--- config.mk ---
export PLATFORM = sky130hd
export DESIGN_NAME = multicycle_control_unit_flat
export DESIGN_NICKNAME = d
export VERILOG_FILES = /design/src/rtl/multicycle_control_unit_if.sv /design/src/rtl/multicycle_control_unit.sv /design/src/flat_wrapper.sv
export SDC_FILE = /design/constraint.sdc
export NUM_CORES = 1
export LEC_CHECK = 0
export CAP_MARGIN = 30
export CORE_UTILIZATION = 44
export CTS_CLUSTER_DIAMETER = 100
export DETAILED_ROUTE_END_ITERATION = 7
export PLACE_DENSITY = 0.75
export SETUP_SLACK_MARGIN = 0.05
export SYNTH_ARGS = -nofsm -noshare
export SYNTH_HDL_FRONTEND = slang
export SYNTH_SLANG_ARGS = --single-unit
--- constraint.sdc ---
create_clock -name clk -period 1.8 [get_ports clk]
set_clock_uncertainty 0.15 [all_clocks]
set_input_delay 0.27 -clock clk [delete_from_list [all_inputs] [get_ports clk]]
set_output_delay 0.27 -clock clk [all_outputs]
set_load 0.1 [all_outputs]
--- src/rtl/multicycle_control_unit_if.sv ---
// Bus bundle between the multicycle control unit and the IR, datapath and data-memory side.
interface multicycle_control_unit_if #(
  parameter int unsigned OPCODE_W = 4,
  parameter int unsigned ALU_OP_W = 3,
  parameter int unsigned CNT_W    = 16
);
  logic [OPCODE_W-1:0] opcode;
  logic                instr_valid;
  logic                mem_ready;
  logic                cmp_flag;
  logic                ir_wr;
  logic                pc_wr;
  logic [ALU_OP_W-1:0] alu_op;
  logic                reg_wr;
  logic                reg_dst;
  logic                alu_src;
  logic                jump;
  logic                cmp;
  logic                mem_rd;
  logic                mem_wr;
  logic                mem_to_reg;
  logic                busy;
  logic                halted;
  logic                illegal;
  logic [CNT_W-1:0]    retired;

  modport slave (
    input  opcode, instr_valid, mem_ready, cmp_flag,
    output ir_wr, pc_wr, alu_op, reg_wr, reg_dst, alu_src, jump, cmp,
           mem_rd, mem_wr, mem_to_reg, busy, halted, illegal, retired
  );

  modport master (
    output opcode, instr_valid, mem_ready, cmp_flag,
    input  ir_wr, pc_wr, alu_op, reg_wr, reg_dst, alu_src, jump, cmp,
           mem_rd, mem_wr, mem_to_reg, busy, halted, illegal, retired
  );
endinterface

--- src/rtl/multicycle_control_unit.sv ---
// FETCH/DECODE/EXEC/MEM/WB sequencer for the 16-bit RISC core with memory waits, halt and retire count.
// Define CU_ILLEGAL_TRAP_EN to trap illegal opcodes in a TRAP state instead of executing them as NOP.
module multicycle_control_unit #(
  parameter int unsigned OPCODE_W = 4,
  parameter int unsigned ALU_OP_W = 3,
  parameter int unsigned CNT_W    = 16
) (
  input  logic                     clk,
  input  logic                     rst_n,
  multicycle_control_unit_if.slave bus
);

  localparam logic [2:0] S_FETCH  = 3'd0;
  localparam logic [2:0] S_DECODE = 3'd1;
  localparam logic [2:0] S_EXEC   = 3'd2;
  localparam logic [2:0] S_MEM    = 3'd3;
  localparam logic [2:0] S_WB     = 3'd4;
  localparam logic [2:0] S_HALT   = 3'd5;
`ifdef CU_ILLEGAL_TRAP_EN
  localparam logic [2:0] S_TRAP   = 3'd6;
`endif

  localparam logic [3:0] OP_ADDI = 4'd7;
  localparam logic [3:0] OP_LW   = 4'd8;
  localparam logic [3:0] OP_SW   = 4'd9;
  localparam logic [3:0] OP_CMP  = 4'd10;
  localparam logic [3:0] OP_BEQ  = 4'd11;
  localparam logic [3:0] OP_JMP  = 4'd12;
  localparam logic [3:0] OP_NOP  = 4'd13;
  localparam logic [3:0] OP_HALT = 4'd14;
  localparam logic [3:0] OP_ILL  = 4'd15;

  localparam logic [2:0] ALU_ADD = 3'b000;
  localparam logic [2:0] ALU_SUB = 3'b001;

  typedef struct packed {
    logic                pc_wr;
    logic [ALU_OP_W-1:0] alu_op;
    logic                reg_wr;
    logic                reg_dst;
    logic                alu_src;
    logic                jump;
    logic                cmp;
    logic                mem_rd;
    logic                mem_wr;
    logic                mem_to_reg;
    logic                busy;
    logic                halted;
    logic                illegal;
  } ctrl_t;

  logic [2:0]          state_q, state_d;
  logic [OPCODE_W-1:0] op_q, op_d;
  logic                taken_q, taken_d;
  logic [CNT_W-1:0]    retired_q, retired_d;
  ctrl_t               ctrl_q, ctrl_d;
  logic [3:0]          code_q, code_d;

  function automatic logic is_illegal(input logic [OPCODE_W-1:0] op);
    return ((op >> 4) != '0) || (op[3:0] == OP_ILL);
  endfunction

  // Illegal codes collapse onto NOP so they can never alias a real operation.
  function automatic logic [3:0] code_of(input logic [OPCODE_W-1:0] op);
    return is_illegal(op) ? OP_NOP : op[3:0];
  endfunction

  function automatic logic [ALU_OP_W-1:0] alu_of(input logic [3:0] code);
    if (code <= 4'd6)                      return ALU_OP_W'(code[2:0]);
    if (code == OP_CMP || code == OP_BEQ) return ALU_OP_W'(ALU_SUB);
    return ALU_OP_W'(ALU_ADD);
  endfunction

  assign code_q = code_of(op_q);
  assign code_d = code_of(op_d);

  // Next-state, opcode latch, branch-flag sample and retire count.
  always_comb begin
    state_d   = state_q;
    op_d      = op_q;
    taken_d   = taken_q;
    retired_d = retired_q;
    unique case (state_q)
      S_FETCH: begin
        if (bus.instr_valid) begin
          op_d    = bus.opcode;
          taken_d = 1'b0;
          state_d = S_DECODE;
        end
      end
      S_DECODE: begin
        if (code_q == OP_HALT) state_d = S_HALT;
`ifdef CU_ILLEGAL_TRAP_EN
        else if (is_illegal(op_q)) state_d = S_TRAP;
`endif
        else state_d = S_EXEC;
      end
      S_EXEC: begin
        if (code_q == OP_BEQ) taken_d = bus.cmp_flag;
        state_d = (code_q == OP_LW || code_q == OP_SW) ? S_MEM : S_WB;
      end
      S_MEM: begin
        if (bus.mem_ready) state_d = S_WB;
      end
      S_WB: begin
        retired_d = retired_q + CNT_W'(1);
        state_d   = S_FETCH;
      end
      default: ;
    endcase
  end

  // Strobes are decoded from the next state so they come straight out of flops.
  always_comb begin
    ctrl_d = '0;
    unique case (state_d)
      S_DECODE: ctrl_d.busy = 1'b1;
      S_EXEC: begin
        ctrl_d.busy    = 1'b1;
        ctrl_d.alu_op  = alu_of(code_d);
        ctrl_d.alu_src = (code_d == OP_ADDI);
        ctrl_d.reg_dst = (code_d <= 4'd6);
        ctrl_d.cmp     = (code_d == OP_CMP);
      end
      S_MEM: begin
        ctrl_d.busy       = 1'b1;
        ctrl_d.alu_op     = alu_of(code_d);
        ctrl_d.mem_rd     = (code_d == OP_LW);
        ctrl_d.mem_wr     = (code_d == OP_SW);
        ctrl_d.mem_to_reg = (code_d == OP_LW);
      end
      S_WB: begin
        ctrl_d.busy       = 1'b1;
        ctrl_d.alu_op     = alu_of(code_d);
        ctrl_d.pc_wr      = 1'b1;
        ctrl_d.reg_wr     = (code_d <= OP_LW);
        ctrl_d.reg_dst    = (code_d <= 4'd6);
        ctrl_d.mem_to_reg = (code_d == OP_LW);
        ctrl_d.jump       = (code_d == OP_JMP) || ((code_d == OP_BEQ) && taken_d);
      end
      S_HALT: ctrl_d.halted = 1'b1;
`ifdef CU_ILLEGAL_TRAP_EN
      S_TRAP: begin
        ctrl_d.busy    = 1'b1;
        ctrl_d.illegal = 1'b1;
      end
`endif
      default: ;
    endcase
  end

  always_ff @(posedge clk or negedge rst_n) begin
    if (!rst_n) begin
      state_q   <= S_FETCH;
      op_q      <= '0;
      taken_q   <= 1'b0;
      retired_q <= '0;
      ctrl_q    <= '0;
    end else begin
      state_q   <= state_d;
      op_q      <= op_d;
      taken_q   <= taken_d;
      retired_q <= retired_d;
      ctrl_q    <= ctrl_d;
    end
  end

  // ir_wr is the one strobe that follows an input within the cycle.
  assign bus.ir_wr      = rst_n && (state_q == S_FETCH) && bus.instr_valid;
  assign bus.pc_wr      = ctrl_q.pc_wr;
  assign bus.alu_op     = ctrl_q.alu_op;
  assign bus.reg_wr     = ctrl_q.reg_wr;
  assign bus.reg_dst    = ctrl_q.reg_dst;
  assign bus.alu_src    = ctrl_q.alu_src;
  assign bus.jump       = ctrl_q.jump;
  assign bus.cmp        = ctrl_q.cmp;
  assign bus.mem_rd     = ctrl_q.mem_rd;
  assign bus.mem_wr     = ctrl_q.mem_wr;
  assign bus.mem_to_reg = ctrl_q.mem_to_reg;
  assign bus.busy       = ctrl_q.busy;
  assign bus.halted     = ctrl_q.halted;
  assign bus.illegal    = ctrl_q.illegal;
  assign bus.retired    = retired_q;

endmodule

--- src/flat_wrapper.sv ---
// flat-port wrapper written by rule: the top's interface ports become plain ports
module multicycle_control_unit_flat 
#(
  parameter int unsigned OPCODE_W = 4,
  parameter int unsigned ALU_OP_W = 3,
  parameter int unsigned CNT_W    = 16
)
  (clk, rst_n, bus_opcode, bus_instr_valid, bus_mem_ready, bus_cmp_flag, bus_ir_wr, bus_pc_wr, bus_alu_op, bus_reg_wr, bus_reg_dst, bus_alu_src, bus_jump, bus_cmp, bus_mem_rd, bus_mem_wr, bus_mem_to_reg, bus_busy, bus_halted, bus_illegal, bus_retired);
  multicycle_control_unit_if #(.OPCODE_W(OPCODE_W), .ALU_OP_W(ALU_OP_W), .CNT_W(CNT_W)) bus_i ();
  input  logic clk;
  input  logic rst_n;
  input wire logic [$bits(bus_i.opcode)-1:0] bus_opcode;
  input wire logic [$bits(bus_i.instr_valid)-1:0] bus_instr_valid;
  input wire logic [$bits(bus_i.mem_ready)-1:0] bus_mem_ready;
  input wire logic [$bits(bus_i.cmp_flag)-1:0] bus_cmp_flag;
  output wire logic [$bits(bus_i.ir_wr)-1:0] bus_ir_wr;
  output wire logic [$bits(bus_i.pc_wr)-1:0] bus_pc_wr;
  output wire logic [$bits(bus_i.alu_op)-1:0] bus_alu_op;
  output wire logic [$bits(bus_i.reg_wr)-1:0] bus_reg_wr;
  output wire logic [$bits(bus_i.reg_dst)-1:0] bus_reg_dst;
  output wire logic [$bits(bus_i.alu_src)-1:0] bus_alu_src;
  output wire logic [$bits(bus_i.jump)-1:0] bus_jump;
  output wire logic [$bits(bus_i.cmp)-1:0] bus_cmp;
  output wire logic [$bits(bus_i.mem_rd)-1:0] bus_mem_rd;
  output wire logic [$bits(bus_i.mem_wr)-1:0] bus_mem_wr;
  output wire logic [$bits(bus_i.mem_to_reg)-1:0] bus_mem_to_reg;
  output wire logic [$bits(bus_i.busy)-1:0] bus_busy;
  output wire logic [$bits(bus_i.halted)-1:0] bus_halted;
  output wire logic [$bits(bus_i.illegal)-1:0] bus_illegal;
  output wire logic [$bits(bus_i.retired)-1:0] bus_retired;
  assign bus_i.opcode = bus_opcode;
  assign bus_i.instr_valid = bus_instr_valid;
  assign bus_i.mem_ready = bus_mem_ready;
  assign bus_i.cmp_flag = bus_cmp_flag;
  assign bus_ir_wr = bus_i.ir_wr;
  assign bus_pc_wr = bus_i.pc_wr;
  assign bus_alu_op = bus_i.alu_op;
  assign bus_reg_wr = bus_i.reg_wr;
  assign bus_reg_dst = bus_i.reg_dst;
  assign bus_alu_src = bus_i.alu_src;
  assign bus_jump = bus_i.jump;
  assign bus_cmp = bus_i.cmp;
  assign bus_mem_rd = bus_i.mem_rd;
  assign bus_mem_wr = bus_i.mem_wr;
  assign bus_mem_to_reg = bus_i.mem_to_reg;
  assign bus_busy = bus_i.busy;
  assign bus_halted = bus_i.halted;
  assign bus_illegal = bus_i.illegal;
  assign bus_retired = bus_i.retired;
  multicycle_control_unit #(.OPCODE_W(OPCODE_W), .ALU_OP_W(ALU_OP_W), .CNT_W(CNT_W)) u_core (.clk(clk), .rst_n(rst_n), .bus(bus_i));
endmodule
-- Yosys cells after proc, flatten, opt, wreduce, memory -nomap -nowiden
Cells that the tools add are included.
- order comparisons: 2
- reductions and logical operators: 10
- equal/unequal tests: 21
- multiplexer cells: 42
- $add $sub $neg: 1
- operators by type and width (operator ; number):
    $eq A4 B4 Y1 const B ; 11
    $mux W3 ; 12
    $mux W1 ; 22
    $add A16 B1 Y16 const B ; 1
    $mux W4 ; 4
    $pmux W3 S5 ; 1
    $eq A3 B2 Y1 const B ; 4
    $eq A3 B3 Y1 const B ; 3
    $pmux W3 S3 ; 1
    $eq A3 B1 Y1 const B ; 2
    $eq A4 B3 Y1 const B ; 1
    $le A4 B3 Y1 const B ; 1
    $le A4 B4 Y1 const B ; 1
    $reduce_or A2 Y1 ; 2
    $reduce_or A4 Y1 ; 1
    $logic_and A1 B1 Y1 ; 3
    $logic_not A3 Y1 ; 1
    $logic_or A1 B1 Y1 ; 3
    $mux W2 ; 1
    $pmux W1 S2 ; 1
- register bits after elaboration: 38
- input bits: 9

-- Depth between registers and ports, before layout
Gate-level depths: netlist of the first run.
- depth after elaboration: 13
- depth in mapped cells: 6

-- Worst setup path before layout of the first run
No wires, ideal clock.
- path type: register -> register
- from: reg u_core.retired_q[2], in the netlist u_core.bus.retired[2]
- to: reg u_core.retired_q[12], in the netlist u_core.bus.retired[12]
- period minus slack after synthesis: 2295 ps
- setup time: 159 ps
- arrival: 1986 ps
- stages on the path, launching flop included: 6
- setup slack: -495 ps
- cell sequence: dfrtp_1 -> and4bb_2 -> and4_1 -> clkbuf_1 -> nand4_1 -> xnor2_1
- word-level cells in the longest chain between the ends: 1
- RTL lines (what ; line ; RTL):
    start, declared ; multicycle_control_unit.sv:55 ; logic [CNT_W-1:0] retired_q, retired_d;
    start signal, assigned ; multicycle_control_unit.sv:163 ; retired_q <= retired_d;
    $add A16 B1 Y16 ; multicycle_control_unit.sv:106 ; retired_d = retired_q + CNT_W'(1);
Every way passes these cells.
A chain may end at the register's enable or synchronous reset.

==> results.toml, run 1 <==
[run_status]
status = "finished with violations"
violations = "negative setup slack"

[place]
gp_congestion = 0.865
dp.final_hpwl_um = 3180
port-buffer-count = 39

[global_routing]
antenna_found_initial = 0
grt_pass1_vias = 1557
grt_pass1_wl_um = 7650
track_usage_pct = 25.2
grt_max_degree = 39
grt.overflow.total = 0

[power_and_ir_drop]
p_leak_nw = 1.28
power_density_nw_per_um2 = 1740
ir_drop_v = 0.00123
pwr-share-seq_pct = 26.5
p_sw_share_pct = 47.6
p_int_mw = 2.69
clkPwrFrac_pct = 12.2
pwr-share-comb_pct = 61.2
p_sw_mw = 2.44

[cells_and_area]
final_cell_mix = "buf_12 (31), buf_4 (29), dfrtp_1 (24), dfrtp_2 (10), nand2_1 (9)"
antennaDiodeCount = 0
fin_util_pct = 80.0
drive_gt1_share_pct = 51.3
fin_nets = 233
largest_reg_flops = 16
final_common_cell = "buf_12"
area_growth_syn_to_layout_pct = 72.4

[route]
initialDrtViolationCount = 70
post_drt_via_cell_ratio = 5.36
antenna_left = 0
vias = 1458
dr.pass1.iters = 4
drcViolationCount = 0
totalWireLength_um = 4990
wl_per_cell_um = 18.3

[setup_path]
r2r_setup_slack_ns = -0.14
cp_max_fo = 6
crit_chain = "nor4b_4 > buf_6 > buf_4 > mux2i_4 > buf_4 > a22oi_1 > and3_1"
cp-end-kind = "flop"
critPathSlowestCell = "dfrtp_1"
rr_worst_depth = 7
critical_path_buf_inv_count = 3
r2r_end = "u_core.bus.alu_op[0]"
critPathMaxStageDelay_ns = 0.41
worst-path-stages = 7
crit_type = "reg2reg"
rr_startpoint = "u_core.state_q[0]"
critPathTopFamily = "simple AND/OR/NAND/NOR gates"
critPathLaunchType = "flop"
cp.required_ns = 1.84
cp.arrival_ns = 1.98
crit_top_cell = "buf_4"

[clock_network]
cts_sinks = 38
htreeDepth = 2
cts_tree = "yes"
cts_max_path_buffers = 2
cts_hold_buf = 0
path_clk_slew_ns = 0.08
insertion_delay_ns = 0.30
root_buffer = "clkbuf_8"
numCtsBuffers = 5

[die]
io-pin-count = 41
start_util_pct = 46.4
die_y_um = 64.3
core-area_um2 = 3690
core.rowCount = 22
design.die.area_um2 = 4140
die_width_um = 64.3

[logic_synthesis]
syn_area_um2 = 1710
syn-mean-instance-area_um2 = 11.5
syn_inst = 149
synth_top_area_share_pct = 55.6
synth_edf_count = 0
yosysWarnings = 0
yosysSeqAreaShare_pct = 55.6
synth.area.top_cells = "dfrtp_1 (56%), xnor2_1 (4.6%), xor2_1 (3.1%)"
synth-seq-cells = 38
syn_nets = 159
yosysUniqueCellTypes = 45
ys.flop_type = "dfrtp_1"
async_reset_ff_share_pct = 100
synth_top_area_cell = "dfrtp_1"

[job]
max_cap_viol_count = 0

[timing]
fin_ws_ns = -0.139
setup_viol = 16
period_needed_ns = 1.94
hold_ws_ns = 0.375
fin_crit_sh_pct = 108
slew_viol_final = 0
fmaxAchievable_ghz = 0.516
hold_viol = 0
rsz0062_at_grt = "true"
fin_setup_tns_ns = -1.13

[hold_path]
hold_path_class = "in2async"
## cells in the mapped netlist (4+ instances only)
| cell | instances |
|---|---|
| dfrtp_1 | 38 |
| nand2_1 | 10 |
| xnor2_1 | 9 |
| a21oi_1 | 6 |
| nand3_1 | 6 |
| nor2_1 | 6 |
| xor2_1 | 6 |
| inv_1 | 5 |
| mux2i_1 | 4 |
| nand2b_1 | 4 |
| nand4_1 | 4 |
| nor3_1 | 4 |
## worst reg2reg max path: cells and delay by family, from the launching register on
kind | cells | cell delay (ns)
AOI/OAI and AO/OA | 1 | 0.06
muxes | 1 | 0.26
and+or+nand+nor | 2 | 0.49
DFF | 1 | 0.41
buffers and inverters | 3 | 0.47
## how the worst max path moves through the flow
| stage | startpoint | end |
|---|---|---|
| 3_5_place_dp | bus_instr_valid | u_core.bus.alu_op[0] |
| 2_1_floorplan | u_core.state_q[2] | u_core.bus.alu_op[0] |
| 6_report | u_core.state_q[0] | u_core.bus.alu_op[0] |
| 5_1_grt | u_core.state_q[0] | u_core.bus.alu_op[0] |
| 4_1_cts | u_core.state_q[0] | u_core.bus.alu_op[0] |
| 3_3_place_gp | bus_instr_valid | u_core.bus.alu_op[0] |
## final cells by class
cell class                 instances  area [um^2]
clock buffer                       6         82.6
clock inverter                     2         12.5
fill                             200          739
inverter                           7         31.3
multi-input combinational         99          821
sequential                        38          978
tap                               48         60.1
timing repair buffer              72          963
## stage by stage
step                      setup slack (ns)  cells  cell area [um^2]  power, mW
final                               -0.139    272              2950       5.13
after global routing                -0.202    272              2950       5.34
after CTS                           -0.107    270              2890       5.02
after detailed placement            -0.448    256              2670       4.23
after global placement              -0.407    256              2670       4.17
after floorplan                     -0.185    149              1760       2.99
## repair_timing
action,4_1_cts,5_1_grt
setup endpoints to repair,20,25
pin swaps,9,6
buffers inserted,6,2
gates resized for setup,15,11
## kinds of logic after synthesis
logic type / Yosys count / share of synthesized area [%]
buffers and inverters: 12 / 3.36
and+or+nand+nor: 59 / 21.9
DFF: 38 / 55.6
AOI/OAI and AO/OA: 17 / 6.88
other: 1 / 0.219
adders and majority gates: 1 / 0.731
muxes: 6 / 3.66
xor gates and xnor gates: 15 / 7.68
## routing by layer
layer	routed length (um)	GRT usage (%)	up-vias
met3	232	6.79	10
met1	2140	32.4	727
li1	-	-	668
met2	2470	38.9	53
met5	0	0	-
met4	154	12.8	0
## power groups by stage
| stage | clock network [mW] | logic (mW) | registers [mW] |
|---|---|---|---|
| floorplan | 0 | 0.759 | 2.24 |
| global placement | 0 | 2.83 | 1.34 |
| detailed placement | 0 | 2.87 | 1.36 |
| CTS | 0.637 | 3.03 | 1.35 |
| global route | 0.672 | 3.29 | 1.38 |
| finish | 0.628 | 3.14 | 1.36 |
No activity file was read; power rests on OpenSTA's default activity.
==> run 2, diff against run 1 <==
Settings changed: SETUP_SLACK_MARGIN 0.05 to 0.5.
==> results.toml, run 2 (synthesis results as in run 1) <==
[power_and_ir_drop]
power_density_nw_per_um2 = 1860
p_leak_nw = 1.56
pwr-share-seq_pct = 21.7
clkPwrFrac_pct = 9.1
pwr-share-comb_pct = 69.2
p_sw_share_pct = 49.3
ir_drop_v = 0.00183
p_sw_mw = 3.23
p_int_mw = 3.33

[route]
vias = 1922
drcViolationCount = 0
post_drt_via_cell_ratio = 6.28
initialDrtViolationCount = 182
wl_per_cell_um = 28.6
antenna_left = 0
totalWireLength_um = 8740
dr.pass1.iters = 5

[clock_network]
insertion_delay_ns = 0.31
root_buffer = "clkbuf_8"
htreeDepth = 2
cts_sinks = 38
path_clk_slew_ns = 0.08
numCtsBuffers = 5
cts_max_path_buffers = 2
cts_tree = "yes"

[die]
core.rowCount = 22
die_width_um = 64.3
start_util_pct = 46.4
core-area_um2 = 3690
design.die.area_um2 = 4140
io-pin-count = 41
die_y_um = 64.3

[global_routing]
grt_util_met1_pct = 36.9
antenna_found_initial = 0
track_usage_pct = 31.6
grt_pass1_vias = 1751
grtUsageMet2_pct = 53.4
grt_max_degree = 39
grt_pass1_wl_um = 9340
grt.busiest_layer = "met2"
grt.overflow.total = 0
grtUsageMet3_pct = 8.39

[hold_path]
worstHoldEndpoint = "u_core.bus.retired[2]"
min_from = "u_core.bus.retired[2]"
hold_path_class = "reg2reg"
whs_path_depth = 1

[cells_and_area]
fin_util_pct = 95.7
antennaDiodeCount = 0
area_growth_syn_to_layout_pct = 106
ff_latch_area_um2 = 1010
multiInputGateArea_um2 = 1010
drive_gt1_share_pct = 71.3
largest_reg_flops = 16
nFillCells = 71
fin_nets = 267
final_common_cell = "buf_4"
final_cell_mix = "buf_4 (41), buf_12 (32), buf_6 (22), dfrtp_2 (21), dfrtp_1 (9)"

[setup_path]
cp.arrival_ns = 2.19
critical_path_buf_inv_count = 3
critPathSlowestCell = "dfrtp_1"
rr_startpoint = "u_core.state_q[1]"
r2r_end = "u_core.bus.reg_wr"
crit_chain = "nor4b_4 > buf_6 > mux2i_2 > buf_4 > buf_4 > nand4_4 > a21boi_2"
critPathTopFamily = "buffers and inverters"
crit_top_cell = "buf_4"
critPathMaxStageDelay_ns = 0.46
cp.required_ns = 1.88
crit_type = "reg2reg"
cp_max_fo = 6
r2r_setup_slack_ns = -0.31
critPathLaunchType = "flop"
rr_worst_depth = 7
cp-end-kind = "flop"

[timing]
rsz0062_at_grt = "true"
worst_pin_slew_ns = 0.503
slew_viol_final = 0
hold_viol = 0
period_needed_ns = 2.11
fmaxAchievable_ghz = 0.474
fin_ws_ns = -0.311
setup_viol = 29
hold_ws_ns = 0.417
fin_crit_sh_pct = 117
slew-limit-headroom_pct = 66.5

[run_status]
violations = "negative setup slack"
status = "finished with violations"

[place]
port-buffer-count = 39
gp_congestion = 0.957
dp.final_hpwl_um = 3020

[job]
max_cap_viol_count = 0
[run 2: power by group through the flow]
stage	logic (mW)	registers (mW)	clock network, mW
final	4.54	1.42	0.599
after detailed placement	2.85	1.37	0
after global routing	4.60	1.43	0.631
after floorplan	0.796	2.26	0
after CTS	3.54	1.35	0.567
after global placement	2.79	1.35	0
[run 2: layer usage]
metal / up-vias / part of all wire (%)
li1: 745 / -
met2: 186 / 49
met4: 0 / 4.6
met5: - / 0
met1: 947 / 37
met3: 44 / 9.9
[run 2: timing repair]
| action | 4_1_cts | 5_1_grt |
|---|---|---|
| hold endpoints to repair | 38 | 0 |
| cloned | 1 | 1 |
| endpoints found under the setup margin | 61 | 69 |
| resized for setup | 39 | 42 |
| hold buffers | 1 | 0 |
| setup buffers | 26 | 16 |
| pin swaps | 14 | 24 |
[run 2: worst max path at each step]
| stage | to | cells after the start | slack (ns) | startpoint |
|---|---|---|---|---|
| floorplan | u_core.bus.alu_op[0] | 6 | -0.19 | u_core.state_q[2] |
| global placement | u_core.bus.jump | 6 | -0.33 | bus_instr_valid |
| detailed placement | u_core.bus.cmp | 7 | -0.39 | bus_instr_valid |
| CTS | bus_ir_wr | 4 | -0.12 | u_core.state_q[2] |
| global route | u_core.bus.reg_wr | 7 | -0.37 | u_core.state_q[1] |
| finish | u_core.bus.reg_wr | 7 | -0.31 | u_core.state_q[1] |
[run 2: final cells by class]
cell class,count,share of cell area (%)
timing repair buffer,106,37.6
multi-input combinational,99,28.7
sequential,38,28.5
clock buffer,6,2.06
tap,48,1.70
inverter,7,1.10
clock inverter,2,0.284
[run 2: metrics by stage]
stage	cells	power [mW]	worst slack, ns	TNS (ns)	cell area, um^2
after global routing	306	6.66	-0.371	-5.83	3530
final	306	6.56	-0.311	-4.69	3530
after detailed placement	253	4.22	-0.393	-4.10	2710
after CTS	289	5.46	-0.118	-0.696	3190
after global placement	253	4.15	-0.332	-3.24	2710
after floorplan	149	3.05	-0.185	-1.47	1830
==> run 3, diff against run 2 <==
Settings changed: CORE_UTILIZATION 44 to 50, PLACE_DENSITY 0.75 to 0.8.
Clock period 1.8 ns to 2.6 ns, I/O delays scaled along.
==> results.toml, run 3 (synthesis results as in run 1) <==
[cells_and_area]
largest_reg_flops = 16
final_cell_mix = "buf_4 (41), dfrtp_1 (32), nand2_1 (10), xnor2_1 (9)"
nFillCells = 245
multiInputGateArea_um2 = 718
antennaDiodeCount = 0
final_common_cell = "buf_4"
fin_nets = 212
drive_gt1_share_pct = 34.5
area_growth_syn_to_layout_pct = 31.7
fin_cells = 247
ff_latch_area_um2 = 958

[clock_network]
cts_max_path_buffers = 2
htreeDepth = 2
cts_sinks = 38
path_clk_slew_ns = 0.12
root_buffer = "clkbuf_4"
insertion_delay_ns = 0.34
cts_tree = "yes"
numCtsBuffers = 5

[setup_path]
critPathSlowestCell = "dfrtp_1"
r2r_setup_slack_ns = 0.53
r2r_end = "u_core.bus.alu_op[0]"
cp-end-kind = "output pin"
rr_startpoint = "u_core.state_q[1]"
rr_worst_depth = 7
critPathTopFamily = "flip-flops"
cp.arrival_ns = 1.53
cp_max_fo = 3
critical_path_buf_inv_count = 2
critPathLaunchType = "flop"
critPathMaxStageDelay_ns = 0.46
crit_chain = "nor4b_4 > buf_4 > and2_4 > buf_12"
crit_type = "reg2out"
cp.required_ns = 2.06

[route]
vias = 1348
wl_per_cell_um = 15.5
top_layer = "met4"
drcViolationCount = 0
initialDrtViolationCount = 71
dr_wl_met2_um = 1900
post_drt_via_cell_ratio = 5.46
totalWireLength_um = 3840
dr.pass1.iters = 4
wl_met3_um = 241
m1WireLength_um = 1680
antenna_left = 0

[power_and_ir_drop]
p_sw_mw = 1.50
ir_drop_v = 0.000915
power_density_nw_per_um2 = 1280
p_sw_share_pct = 51.9
pwr-share-seq_pct = 31.0
p_leak_nw = 1.06
pwr-share-comb_pct = 55.1
clkPwrFrac_pct = 13.9
p_int_mw = 1.39

[die]
core.rowCount = 20
die_width_um = 60.5
start_util_pct = 54.2
design.die.area_um2 = 3660
io-pin-count = 41
core-area_um2 = 3150
die_y_um = 60.5

[global_routing]
track_usage_pct = 23.0
grt_max_degree = 39
grt_pass1_vias = 1241
antenna_found_initial = 0
grt_pass1_wl_um = 6000
grt.overflow.total = 0

[place]
dp.final_hpwl_um = 2740
dp_cells = 234
gp_congestion = 0.898
port-buffer-count = 39

[timing]
fin_crit_sh_pct = 79.7
slew_viol_final = 0
fmaxAchievable_ghz = 0.482
setup_viol = 0
period_needed_ns = 2.07
hold_viol = 0
worst_pin_slew_ns = 0.632
rsz0062_at_grt = "true"
slew-limit-headroom_pct = 57.3
fin_setup_tns_ns = 0

[run_status]
status = "completed"

[hold_path]
whs_path_depth = 3
hold_path_class = "in2reg"
worstHoldEndpoint = "u_core.bus.busy"
min_from = "bus_instr_valid"

[job]
max_cap_viol_count = 0
==> run 3: changes by cell type in the layout (fill, tap and decap cells not counted), moves of 5 or more <==
cell / before / now
dfrtp_2: 21 / 6
buf_12: 32 / 1
dfrtp_4: 8 / 0
buf_6: 22 / 0
clkbuf_8: 5 / 0
clkbuf_4: 0 / 5
dfrtp_1: 9 / 32
==> run 3: final cells by class <==
class,count,share of cell area (%)
multi-input combinational,99,31.9
sequential,38,42.5
inverter,7,1.22
clock buffer,5,1.67
timing repair buffer,51,18.3
tap,44,2.44
clock inverter,3,2.00
==> run 3: worst max path at each step <==
stage,cells past startpoint,startpoint,slack [ns],end
finish,4,u_core.state_q[1],0.53,bus_ir_wr
global route,6,u_core.state_q[1],0.44,u_core.bus.cmp
CTS,4,u_core.state_q[2],0.51,bus_ir_wr
detailed placement,7,bus_instr_valid,0.15,u_core.bus.alu_op[0]
global placement,7,bus_instr_valid,0.25,u_core.bus.alu_op[0]
floorplan,4,u_core.bus.retired[8],0.55,u_core.bus.retired[15]
==> run 3: metal layers <==
| layer | GRT usage [%] | vias to the layer above |
|---|---|---|
| met5 | 0 | - |
| met4 | 6.82 | 0 |
| met3 | 5.97 | 2 |
| met2 | 35.9 | 49 |
| met1 | 31.9 | 663 |
| li1 | - | 634 |
==> run 3: tightest hold or removal path, stage by stage <==
cell	delay, ns
dlygate4sd2_1	0.26
nand2_1	0.08
a21oi_1	0.07
==> run 3: through the flow <==
stage	power, mW	hold slack [ns]	util (%)	instance area, um^2	setup WS [ns]
global route	3.01	0.329	71.5	2250	0.443
CTS	2.83	0.339	70.3	2220	0.506
floorplan	2.04	-0.0556	-	1720	0.546
detailed placement	2.42	0.334	67.1	2120	0.150
global placement	2.39	0.310	67.1	2120	0.247
finish	2.88	0.346	71.5	2250	0.527
==> run 3: power groups by stage <==
stage / Combinational [mW] / Clock (mW) / Sequential [mW]
after global routing: 1.66 / 0.436 / 0.912
after CTS: 1.53 / 0.410 / 0.896
after global placement: 1.49 / 0 / 0.898
after floorplan: 0.513 / 0 / 1.53
after detailed placement: 1.52 / 0 / 0.904
final: 1.59 / 0.401 / 0.894
==> run 3: what timing repair did <==
action                                 CTS  global route
setup buffers                            1             3
endpoints found under the hold margin    9             0
setup endpoints to repair                3             9
resized for setup                        3             3
gates cloned                             0             0
hold buffers                             1             0
==> RTL change, RTL diff (config.mk and constraints of run 2) <==
Add a define of `CU_ILLEGAL_TRAP_EN`.
--- a/src/rtl/multicycle_control_unit.sv
+++ b/src/rtl/multicycle_control_unit.sv
@@ -1,5 +1,7 @@
 // FETCH/DECODE/EXEC/MEM/WB sequencer for the 16-bit RISC core with memory waits, halt and retire count.
 // Define CU_ILLEGAL_TRAP_EN to trap illegal opcodes in a TRAP state instead of executing them as NOP.
+`define CU_ILLEGAL_TRAP_EN
+
 module multicycle_control_unit #(
   parameter int unsigned OPCODE_W = 4,
   parameter int unsigned ALU_OP_W = 3,
Behaviour: not the same (a bounded check fails within 4 cycles, from zero or initial values and one cycle with rst_n low).
==> RTL change against run 2 <==
Area after synthesis increased by 6.4%; the flow now stops in global routing.
==> RTL change: results (changes against run 2) <==
area of placed instances: 2910 sq um (+7.2%)
CTS Buffer Depth: 2 (unchanged)
synth top area cells: dfrtp_1 54%, xnor2_1 5.3%, nand2_1 2.3%
status: aborted with a tool error
syn_nets: 165 (+3.8%)
initial antenna violation count: 0
total CTS buffers: 5 (unchanged)
IO Port Bufs: 40 (+2.6%)
Main synth FF type: dfrtp_1
GR repair worst EP: u_core.bus.mem_rd$_DFF_PN0_/D
Netlist cell types: 46 (+2.2%)
register area share after synthesis: 53.6% (-2.0 points)
pin count of the biggest net entering global routing: 40
First Err: [ERROR DPL-0033] detailed placement checks failed during check placement.
Synth Area in Adders: 0.688% (-0.044 points)
Commonest cells post-synth: 39 x dfrtp_1, 11 x nand2_1, 11 x xnor2_1, 6 x inv_1, 6 x nand3_1
post-placement setup slack: -384 ps (+9.03 ps)
Synth Area in XOR/XNOR: 7.22% (-0.46 points)
Post-synth ARST share: 100% (unchanged)
Root Buffer Master: clkbuf_8
RePlAce Congestion: 0.841 (-12%)
post-synthesis compound-gate area fraction: 8.60% (+1.7 points)
synth warn: 0 (unchanged)
Failed at: global routing
DP HPWL: 3420 um (+13%)
H-tree depth: 2 (unchanged)
CTS Sinks: 39 (+2.6%)
count leader, synth: dfrtp_1
post-synthesis mux area share: 4.26% (+0.61 points)
Worst EP kind: register data pin
Syn Area/Cell: 11.7 sq um (+2.2%)
==> RTL change: changes by cell type after synthesis, sizes merged, moves of 2 or more <==
cell and delta:
and3 +2, o31a +2, nor3 -2, xor2 -2, nor4 +2, or2 +2, a211oi +4, o22ai +4
a21oi -3, or3 +2, xnor2 +2, o311ai +2
==> RTL change: cells by family after synthesis <==
logic type	count (synthesis)
AOI/OAI and AO/OA	19
buffers and inverters	12
muxes	7
and+or+nand+nor	62
xor gates and xnor gates	15
DFF	39
adders and majority gates	1
==> RTL change: through the flow <==
stage	utilization, %	instances
CTS	86.7	305
floorplan	-	155
global placement	73.2	271
detailed placement	73.2	271
==> RTL change: repair_timing <==
action | in CTS
endpoints found under the setup margin | 68
hold buffers | 1
buffers inserted | 24
resized for setup | 48
endpoints found under the hold margin | 39
gates cloned | 1
pin swaps | 22
